==> config.mk <==
export PLATFORM = sky130hd
export DESIGN_NAME = poly1305_block_feeder
export DESIGN_NICKNAME = d
export VERILOG_FILES = /design/src/rtl/poly1305_block_feeder.sv
export SDC_FILE = /design/constraint.sdc
export NUM_CORES = 1
export LEC_CHECK = 0
export ABC_CLOCK_PERIOD_IN_PS = 6550
export BUFFER_PORTS_ARGS = -buffer_cell sky130_fd_sc_hd__buf_2
export CAP_MARGIN = 20
export CORE_MARGIN = 2
export CORE_UTILIZATION = 35
export CTS_CLUSTER_DIAMETER = 30
export DETAILED_ROUTE_END_ITERATION = 10
export MAX_ROUTING_LAYER = met4
export PLACE_DENSITY = 0.6
export SLEW_MARGIN = 20
export SYNTH_ARGS = -nofsm -noshare
export SYNTH_HDL_FRONTEND = slang
export SYNTH_SLANG_ARGS = --single-unit
==> constraint.sdc <==
create_clock -name clk -period 6.55 [get_ports clk]
set_input_delay 0.3275 -clock clk [delete_from_list [all_inputs] [get_ports clk]]
set_output_delay 0.3275 -clock clk [all_outputs]
set_load 0.02 [all_outputs]
==> src/rtl/poly1305_block_feeder.sv <==
// Poly1305 block feeder: packs a 32-bit AAD/payload word stream into 128-bit
// blocks with byte keep masks, paces one outstanding block at a time on the
// MAC core's done pulses, and finishes each frame with the length block.
// Optional build macro: POLY_FEEDER_TIMEOUT_EN enables a done-wait timeout
// (TIMEOUT_CYCLES) that aborts the frame with an err pulse.
//
// state    | meaning
// IDLE     | waiting for start
// AAD_FILL | accepting AAD words into the block buffer
// AAD_SEND | presenting AAD block, waiting for aad_ready
// AAD_WAIT | waiting for aad_done
// PLD_FILL | accepting payload words into the block buffer
// PLD_SEND | presenting payload block, waiting for pld_ready
// PLD_WAIT | waiting for pld_done
// LEN_SEND | presenting length block, waiting for len_ready
// LEN_WAIT | waiting for lens_done
module poly1305_block_feeder #(
   parameter int unsigned TIMEOUT_CYCLES = 1024
) (
   input  logic         clk,
   input  logic         rst,
   input  logic         start,
   input  logic         s_valid,
   input  logic [31:0]  s_data,
   input  logic [3:0]   s_keep,
   input  logic         s_last,
   output logic         s_ready,
   output logic         mac_start,
   output logic         aad_valid,
   output logic [127:0] aad_data,
   output logic [15:0]  aad_keep,
   input  logic         aad_ready,
   input  logic         aad_done,
   output logic         pld_valid,
   output logic [127:0] pld_data,
   output logic [15:0]  pld_keep,
   input  logic         pld_ready,
   input  logic         pld_done,
   output logic         len_valid,
   output logic [127:0] len_block,
   input  logic         len_ready,
   input  logic         lens_done,
   output logic         busy,
   output logic         frame_done,
   output logic         err
);

   typedef enum logic [3:0] {
      IDLE, AAD_FILL, AAD_SEND, AAD_WAIT, PLD_FILL, PLD_SEND, PLD_WAIT, LEN_SEND, LEN_WAIT
   } state_t;

   state_t        state_q, state_d;
   logic [127:0]  buf_q, buf_fill;
   logic [4:0]    fill_cnt, cnt_next, lane;
   logic [63:0]   aad_len, pld_len;
   logic [2:0]    pop;
   logic [16:0]   keep_wide;
   logic [15:0]   keep_mask;
   logic          last_seen, mac_start_q, frame_done_q;
   logic          in_fill, accept, close, empty_close, timeout;

   assign in_fill     = (state_q == AAD_FILL) || (state_q == PLD_FILL);
   assign s_ready     = in_fill && (fill_cnt < 5'd16);
   assign accept      = s_valid && s_ready;
   assign pop         = 3'(s_keep[0]) + 3'(s_keep[1]) + 3'(s_keep[2]) + 3'(s_keep[3]);
   assign cnt_next    = fill_cnt + {2'b00, pop};
   assign close       = accept && (s_last || (cnt_next >= 5'd16));
   assign empty_close = close && (cnt_next == 5'd0);
   assign keep_wide   = (17'd1 << fill_cnt) - 17'd1;
   assign keep_mask   = keep_wide[15:0];

   // Merge the incoming word's enabled bytes into the buffer at byte offset fill_cnt.
   always_comb begin
      buf_fill = buf_q;
      lane     = '0;
      for (int i = 0; i < 4; i++) begin
         lane = fill_cnt + 5'(i);
         if (s_keep[i] && (lane < 5'd16))
            buf_fill[{lane[3:0], 3'b000} +: 8] = s_data[i*8 +: 8];
      end
   end

   always_ff @(posedge clk) begin
      if (rst) state_q <= IDLE;
      else     state_q <= state_d;
   end

   // Next-state logic; a timeout overrides whatever the WAIT state would do.
   always_comb begin
      state_d = state_q;
      case (state_q)
         IDLE:     if (start)     state_d = AAD_FILL;
         AAD_FILL: if (close)     state_d = empty_close ? PLD_FILL : AAD_SEND;
         AAD_SEND: if (aad_ready) state_d = AAD_WAIT;
         AAD_WAIT: if (aad_done)  state_d = last_seen ? PLD_FILL : AAD_FILL;
         PLD_FILL: if (close)     state_d = empty_close ? LEN_SEND : PLD_SEND;
         PLD_SEND: if (pld_ready) state_d = PLD_WAIT;
         PLD_WAIT: if (pld_done)  state_d = last_seen ? LEN_SEND : PLD_FILL;
         LEN_SEND: if (len_ready) state_d = LEN_WAIT;
         LEN_WAIT: if (lens_done) state_d = IDLE;
         default:                 state_d = IDLE;
      endcase
      if (timeout) state_d = IDLE;
   end

   always_ff @(posedge clk) begin
      if (rst) begin
         buf_q        <= '0;
         fill_cnt     <= '0;
         aad_len      <= '0;
         pld_len      <= '0;
         last_seen    <= 1'b0;
         mac_start_q  <= 1'b0;
         frame_done_q <= 1'b0;
      end else begin
         mac_start_q  <= (state_q == IDLE) && start;
         frame_done_q <= (state_q == LEN_WAIT) && lens_done;
         if (((state_q == IDLE) && start) || timeout) begin
            buf_q     <= '0;
            fill_cnt  <= '0;
            aad_len   <= '0;
            pld_len   <= '0;
            last_seen <= 1'b0;
         end else if (accept) begin
            buf_q     <= buf_fill;
            fill_cnt  <= cnt_next;
            // An empty closing block moves straight to the next segment, so the
            // new segment must not inherit the last flag.
            last_seen <= s_last && !empty_close;
            if (state_q == AAD_FILL) aad_len <= aad_len + 64'(pop);
            else                     pld_len <= pld_len + 64'(pop);
         end else if (((state_q == AAD_SEND) && aad_ready) || ((state_q == PLD_SEND) && pld_ready)) begin
            buf_q    <= '0;
            fill_cnt <= '0;
         end else if ((state_q == AAD_WAIT) && aad_done && last_seen) begin
            last_seen <= 1'b0;
         end
      end
   end

`ifdef POLY_FEEDER_TIMEOUT_EN
   logic        in_wait, done_hit, err_q;
   logic [31:0] to_cnt;

   assign in_wait  = (state_q == AAD_WAIT) || (state_q == PLD_WAIT) || (state_q == LEN_WAIT);
   assign done_hit = ((state_q == AAD_WAIT) && aad_done) || ((state_q == PLD_WAIT) && pld_done) ||
                     ((state_q == LEN_WAIT) && lens_done);
   assign timeout  = in_wait && !done_hit && (to_cnt == 32'(TIMEOUT_CYCLES - 1));

   always_ff @(posedge clk) begin
      if (rst || !in_wait) to_cnt <= '0;
      else                 to_cnt <= to_cnt + 32'd1;
   end

   always_ff @(posedge clk) begin
      if (rst) err_q <= 1'b0;
      else     err_q <= timeout;
   end

   assign err = err_q;
`else
   assign timeout = 1'b0;
   assign err     = 1'b0;
`endif

   assign mac_start  = mac_start_q;
   assign frame_done = frame_done_q;
   assign busy       = (state_q != IDLE);
   assign aad_valid  = (state_q == AAD_SEND);
   assign pld_valid  = (state_q == PLD_SEND);
   assign len_valid  = (state_q == LEN_SEND);
   assign aad_data   = aad_valid ? buf_q : '0;
   assign aad_keep   = aad_valid ? keep_mask : '0;
   assign pld_data   = pld_valid ? buf_q : '0;
   assign pld_keep   = pld_valid ? keep_mask : '0;
   assign len_block  = len_valid ? {pld_len, aad_len} : '0;

endmodule

==> results.json, run 1 <==
{
  "status": "complete, no violations",
  "met2_length_mm": 41.4,
  "num_io_pins": 471,
  "clk_path_buf_depth": 3,
  "regArea_mm2": 0.00537,
  "hold_viol": 0,
  "gp_congestion": 1.01,
  "finalWorstPathRequiredPeriod_ns": 4.71,
  "hpwl_mm": 63.2,
  "critical_path.top_delay_family": "simple AND/OR/NAND/NOR gates",
  "crit_required_ns": 7.08,
  "cts_max_level": 3,
  "cts_resized": 0,
  "tightest_slew_ns": 1.16,
  "vias": 23800,
  "vias_per_cell": 5.78,
  "startpoint_type": "register",
  "track_usage": 0.291,
  "cts_setup_buffers": 0,
  "clkPwrFrac": 0.559,
  "clock.fmax_ghz": 0.212,
  "ys_seq_area_frac": 0.253,
  "path_buf_inv": 1,
  "finalHoldWorstSlack_ns": 0.0415,
  "design_area_mm2": 0.0268,
  "finalSetupViolations": 0,
  "cts_tree": "done",
  "r2r_cells": 9,
  "synth_edf_count": 0,
  "setup_tns_ns": 0,
  "area_growth_pct": 26.6,
  "placed_area_mm2": 0.0238,
  "comb_power_share": 0.206,
  "avgSynthCellArea_um2": 7.33,
  "cap_violations": 0,
  "yosysWarnings": 0,
  "clk_latency_ns": 0.64,
  "path_clk_slew_ns": 0.04,
  "cp-end-kind": "register",
  "grt_pass1_vias": 21900,
  "synth_cell_type_count": 91,
  "multi_input_area_mm2": 0.0148,
  "switching_share": 0.333,
  "std_cell_rows": 90,
  "slew_headroom": 0.226,
  "utilization": 0.447,
  "p_switching_w": 0.00244,
  "crit_fanout": 26,
  "critPathKind": "register to register",
  "fin_cells": 4106,
  "cp.depth": 9,
  "arrival_ns": 5.24,
  "grt_overflow_total": 0,
  "antenna_left": 0,
  "reg2reg_slack_ns": 1.84,
  "ys_seq_elements": 268,
  "holdPathStages": 3,
  "cts_made_buffers": 89,
  "layout-drive-gt1-share": 0.221,
  "met1Wirelength_mm": 36.6,
  "synthesis.nets": 2966,
  "nNetsFinal": 3320,
  "firstDrtPassIters": 8,
  "synth-main-ff-cell": "dfxtp_1",
  "worstPathCellList": "inv_1 -> ha_1 -> nor3b_1 -> nor2b_1 -> nand3_1 -> mux2_2 -> mux2i_1 -> o21ai_0 -> a22o_1",
  "start_util": 0.353,
  "io_buffer_count": 469,
  "dp_cells": 3933,
  "drt_iter0_drc": 2599,
  "route.detailed.drc": 0,
  "slowest_delay_ns": 0.95,
  "wl_mm": 92.4,
  "finalCritPeriodShare": 0.719,
  "seq_power_share": 0.235,
  "async_reset_ff_frac": 0,
  "fp.coreArea_mm2": 0.0600,
  "post_drt_wl_per_cell_um": 22.5,
  "drv_slew": 0,
  "finClkSkew_ns": 0.0410,
  "grt_pass1_wl_mm": 137,
  "top_layer_used": "met4",
  "ir_drop_mv": 0.181,
  "cts-root-buf": "clkbuf_16",
  "fillers": 6141,
  "p_int_w": 0.00491,
  "dr_wl_met3_mm": 10.0,
  "die_w_um": 250,
  "grt_max_degree": 128,
  "p_leak_nw": 11.5,
  "die_area_mm2": 0.0625,
  "syn_area_mm2": 0.0212,
  "powerDensity_mw_per_mm2": 274,
  "synth_cells": 2889,
  "critPathSlowestCell": "nor2b_1",
  "hp-class": "primary input to register",
  "grt_setup_unrepaired": "false",
  "antenna_found_initial": 7,
  "die_y_um": 250,
  "clkSinkCount": 268
}
-- registers in the layout, summed over array words and instances (netlist names) --
name / flops
frame_done: 1
aad_len: 64
last_seen: 1
state_q: 4
mac_start: 1
pld_len: 64
fill_cnt: 5
buf_q: 128
-- Yosys cell counts, types with 30 or more instances --
library cell	count	area, µm²
xor2_1	65	569
nor3_1	67	335
or3_1	30	188
a221oi_1	46	403
nand3_1	114	571
xnor2_1	57	499
nor2_1	224	841
mux2i_1	115	1150
a211oi_1	30	225
and2_1	405	2530
nand4_1	37	231
a21oi_1	179	896
clkbuf_1	190	713
dfxtp_1	268	5370
mux2_2	33	372
o21ai_0	182	911
nand2_1	301	1130
a31oi_1	38	238
a22oi_1	35	263
and3_1	47	294
-- timing repair --
action / 4_1_cts / 5_1_grt
setup endpoints to repair: 0 / 0
hold endpoints to repair: 3 / 0
hold buffers: 1 / 0
-- power by group through the flow --
stage | clock (W) | combinational [W] | sequential (W)
after global routing | 0.00426 | 0.00160 | 0.00173
after CTS | 0.00415 | 0.00147 | 0.00172
final | 0.00411 | 0.00151 | 0.00173
after floorplan | 0 | 0.000998 | 0.00171
after detailed placement | 0 | 0.00146 | 0.00175
after global placement | 0 | 0.00146 | 0.00175
-- per-stage QoR --
step	total power, W	worst slack, ns
2_1_floorplan	0.00271	3.21
3_3_place_gp	0.00321	2.21
3_5_place_dp	0.00321	2.12
4_1_cts	0.00734	1.96
5_1_grt	0.00759	1.71
6_report	0.00735	1.84
-- layout make-up --
type                            count  share of cell area
Sequential cell                   268               0.200
Multi-Input combinational cell   2353               0.552
Clock buffer                      129              0.0985
Clock inverter                     33              0.0109
Tap cell                          782              0.0365
Inverter                           28             0.00392
Timing Repair Buffer              503              0.0972
Antenna cell                       10            0.000934
-- worst min-delay path, delay by kind of cell --
kind                   cells  cell delay, ns
buffers and inverters      1            0.11
AND/OR/NAND/NOR            2            0.14
-- routing by layer --
layer	track usage	vias to the layer above
li1	-	11000
met1	0.355	11000
met2	0.448	1377
met3	0.0741	302
met4	0.141	0
met5	-	-
-- path summary, 6_finish.rpt --
path,from,endpoint
worst max register to register,fill_cnt[2],buf_q[127]
worst min register to register,buf_q[34],buf_q[34]
worst min-delay path,lens_done,frame_done
worst max-delay path,fill_cnt[2],buf_q[127]
-- layout by cell type (no fill, tap or decap), types with 9 or more instances in the layout --
cell / instances
a211oi_1: 30
a21o_1: 10
a21oi_1: 179
a221o_1: 23
a221oi_1: 46
a22oi_1: 35
a311oi_1: 12
a31oi_1: 38
and2_1: 403
and3_1: 46
and4_1: 14
buf_2: 469
buf_4: 33
clkbuf_1: 16
clkbuf_16: 91
clkbuf_8: 22
clkinv_2: 21
dfxtp_1: 268
diode_2: 10
ha_1: 26
inv_1: 25
mux2_2: 33
mux2i_1: 115
nand2_1: 301
nand2b_1: 26
nand3_1: 114
nand4_1: 37
nor2_1: 221
nor2b_1: 20
nor3_1: 67
nor4_1: 18
o211ai_1: 22
o21ai_0: 182
o221ai_1: 9
or2_2: 10
or3_1: 30
xnor2_1: 57
xor2_1: 65
-- logic make-up (layout without fill, tap and decap cells) --
kind of cell,Yosys count,after routing,share of synthesized area
compound gates,683,683,0.210
xor+xnor,125,125,0.0531
fa+ha+maj,30,30,0.0192
buf+inv,268,693,0.0505
flops,268,268,0.253
mux,148,148,0.0719
other cells,1,11,0.000177
simple gates,1366,1366,0.341
(Power assumes the default switching activity.)
==> inputs of run 2 (changes only) <==
--- a/config.mk
+++ b/config.mk
@@ -5,7 +5,7 @@
 export SDC_FILE = /design/constraint.sdc
 export NUM_CORES = 1
 export LEC_CHECK = 0
-export ABC_CLOCK_PERIOD_IN_PS = 6550
+export ABC_CLOCK_PERIOD_IN_PS = 4200
 export BUFFER_PORTS_ARGS = -buffer_cell sky130_fd_sc_hd__buf_2
 export CAP_MARGIN = 20
 export CORE_MARGIN = 2
@@ -13,7 +13,7 @@
 export CTS_CLUSTER_DIAMETER = 30
 export DETAILED_ROUTE_END_ITERATION = 10
 export MAX_ROUTING_LAYER = met4
-export PLACE_DENSITY = 0.6
+export PLACE_DENSITY = 0.62
 export SLEW_MARGIN = 20
 export SYNTH_ARGS = -nofsm -noshare
 export SYNTH_HDL_FRONTEND = slang
==> constraint.sdc (replaced) <==
create_clock -name clk -period 4.2 [get_ports clk]
set_input_delay 0.21 -clock clk [delete_from_list [all_inputs] [get_ports clk]]
set_output_delay 0.21 -clock clk [all_outputs]
set_load 0.02 [all_outputs]
==> run 2 against run 1 <==
Net effect:
- global-route usage is 0.22 points lower
- clock skew is 0.023 ns lower
- critical path depth is 2 higher
- power is 60% higher
- non-clock buffer count is 35 higher
- register-to-register slack worse by 1.4 ns
- hold slack better by 0.0055 ns
- cell area is 1.3% higher
- utilization is 0.57 points higher
- first-iteration DRC count is 14% higher
- sequential share of layout area is 0.25 points lower
- largest cell class unchanged
==> results.json, run 2 (same netlist as run 1, synthesis figures left out) <==
{
  "die_area_mm2": 0.0625,
  "std_cell_rows": 90,
  "largest_register_ffs": 128,
  "p_leak_nw": 11.7,
  "path_clk_slew_ns": 0.04,
  "track_usage": 0.289,
  "powerDensity_mw_per_mm2": 434,
  "die_w_um": 250,
  "fin_ws_ns": 0.185,
  "cts_made_buffers": 85,
  "hold_end": "last_seen",
  "cp-end-kind": "primary output",
  "hold_viol": 0,
  "antenna_found_initial": 3,
  "fp.coreArea_mm2": 0.0600,
  "io_buffer_count": 469,
  "critPathKind": "register to primary output",
  "start_util": 0.353,
  "holdPathStages": 4,
  "place_ws_ns": 0.397,
  "cts_max_level": 3,
  "firstDrtPassIters": 8,
  "startpoint_type": "register",
  "area_growth_pct": 28.2,
  "tightest_slew_ns": 1.03,
  "p_total_w": 0.0118,
  "largest-register": "buf_q",
  "hpwl_mm": 63.4,
  "cts-root-buf": "clkbuf_16",
  "critPathLaunch": "fill_cnt[1]",
  "grt_pass1_wl_mm": 137,
  "grt_setup_unrepaired": "false",
  "setup_tns_ns": 0,
  "cts_tree": "done",
  "arrival_ns": 3.81,
  "grt_overflow_total": 0,
  "clk_path_buf_depth": 3,
  "grt_use_met1": 0.354,
  "finalWorstPathRequiredPeriod_ns": 4.02,
  "post_drt_wl_per_cell_um": 22.2,
  "wl_mm": 91.6,
  "cap_violations": 0,
  "r2r_end": "buf_q[13]",
  "reg2reg_slack_ns": 0.44,
  "cts_setup_buffers": 0,
  "grt_pass1_vias": 21900,
  "rr_startpoint": "fill_cnt[1]",
  "reg_top3": "buf_q (128), aad_len (64), pld_len (64)",
  "final_common_cell": "buf_2",
  "grt_busiest_layer": "met2",
  "hp-class": "primary input to register",
  "r2r_cells": 9,
  "finalCritPeriodShare": 0.956,
  "grt_use_met3": 0.0664,
  "gp_congestion": 1.03,
  "layout-drive-gt1-share": 0.227,
  "finalSetupViolations": 0,
  "finClkSkew_ns": 0.0179,
  "drt_iter0_drc": 2955,
  "crit_fanout": 11,
  "nNetsFinal": 3351,
  "num_io_pins": 471,
  "vias": 24000,
  "die_y_um": 250,
  "clkSinkCount": 268,
  "min_from": "aad_done",
  "vias_per_cell": 5.81,
  "clock.fmax_ghz": 0.249,
  "final_cell_mix": "buf_2, and2_1, nand2_1, dfxtp_1, nor2_1",
  "clk_latency_ns": 0.61,
  "drv_slew": 0,
  "antenna_left": 0,
  "crit_required_ns": 3.99,
  "grt_max_degree": 91,
  "grtUsageMet2": 0.447,
  "slew_headroom": 0.316,
  "route.detailed.drc": 0,
  "status": "complete, no violations",
  "ir_drop_mv": 0.323
}
run 2: cell count changes in the layout (fill, tap and decap cells not counted), sizes merged:
| cell | previous run | this run |
|---|---|---|
| buf | 502 | 534 |
| diode | 10 | 4 |
| clkinvlp | 4 | 3 |
| clkinv | 21 | 13 |
| inv | 33 | 32 |
| clkbuf | 129 | 121 |
| bufinv | 3 | 13 |
| dlygate4sd3 | 1 | 4 |
run 2: per-stage QoR:
stage                     cell area, µm²  hold WS [ns]  cells  utilization
after floorplan                    21200         0.341   2889            -
after global placement             24100         0.472   3965        0.401
after detailed placement           24100         0.484   3965        0.401
after CTS                          27100        0.0188   4123        0.452
after global routing               27100        0.0585   4127        0.452
final                              27100        0.0470   4127        0.452
run 2: what timing repair did:
action | 4_1_cts | 5_1_grt
hold buffers | 4 | 0
hold endpoints to repair | 6 | 0
resized for setup | 0 | 3
endpoints found under the setup margin | 0 | 7
run 2: cell type report:
type | instances | area [µm²]
fill | 6125 | 32900
clock buffer | 121 | 2460
clock inverter | 33 | 524
sequential | 268 | 5370
timing repair buffer | 538 | 2910
inverter | 28 | 105
tap | 782 | 978
multi-input combinational | 2353 | 14800
antenna | 4 | 10.0
run 2: power by group:
part           total, W  switching (W)  leakage (nW)  internal, W
clock           0.00669        0.00188          1.47      0.00481
sequential      0.00269      0.0000918          2.16      0.00260
combinational   0.00241        0.00178          8.04     0.000624
total            0.0118        0.00375          11.7      0.00803
run 2: worst max path at each step:
stage / endpoint / slack [ns]
floorplan: buf_q[44] / 0.97
global placement: aad_len[44] / 0.49
detailed placement: buf_q[13] / 0.40
CTS: aad_keep[12] / 0.003
global route: aad_keep[13] / 0.02
finish: aad_keep[13] / 0.18
run 2: critical path, cell delays in order, from the launching register on:
cell	delay, ns
dfxtp_2	0.47
inv_1	0.20
ha_1	0.27
ha_1	0.29
or2_2	0.37
or4_1	0.40
a21oi_1	0.24
a21oi_1	0.17
o2111a_1	0.25
nor2_1	0.30
nor2_1	0.07
buf_2	0.17
run 2: per-layer routing:
layer,vias up,share of wire
li1,11100,-
met1,11100,0.40
met2,1460,0.45
met3,312,0.10
met4,0,0.050
met5,-,0
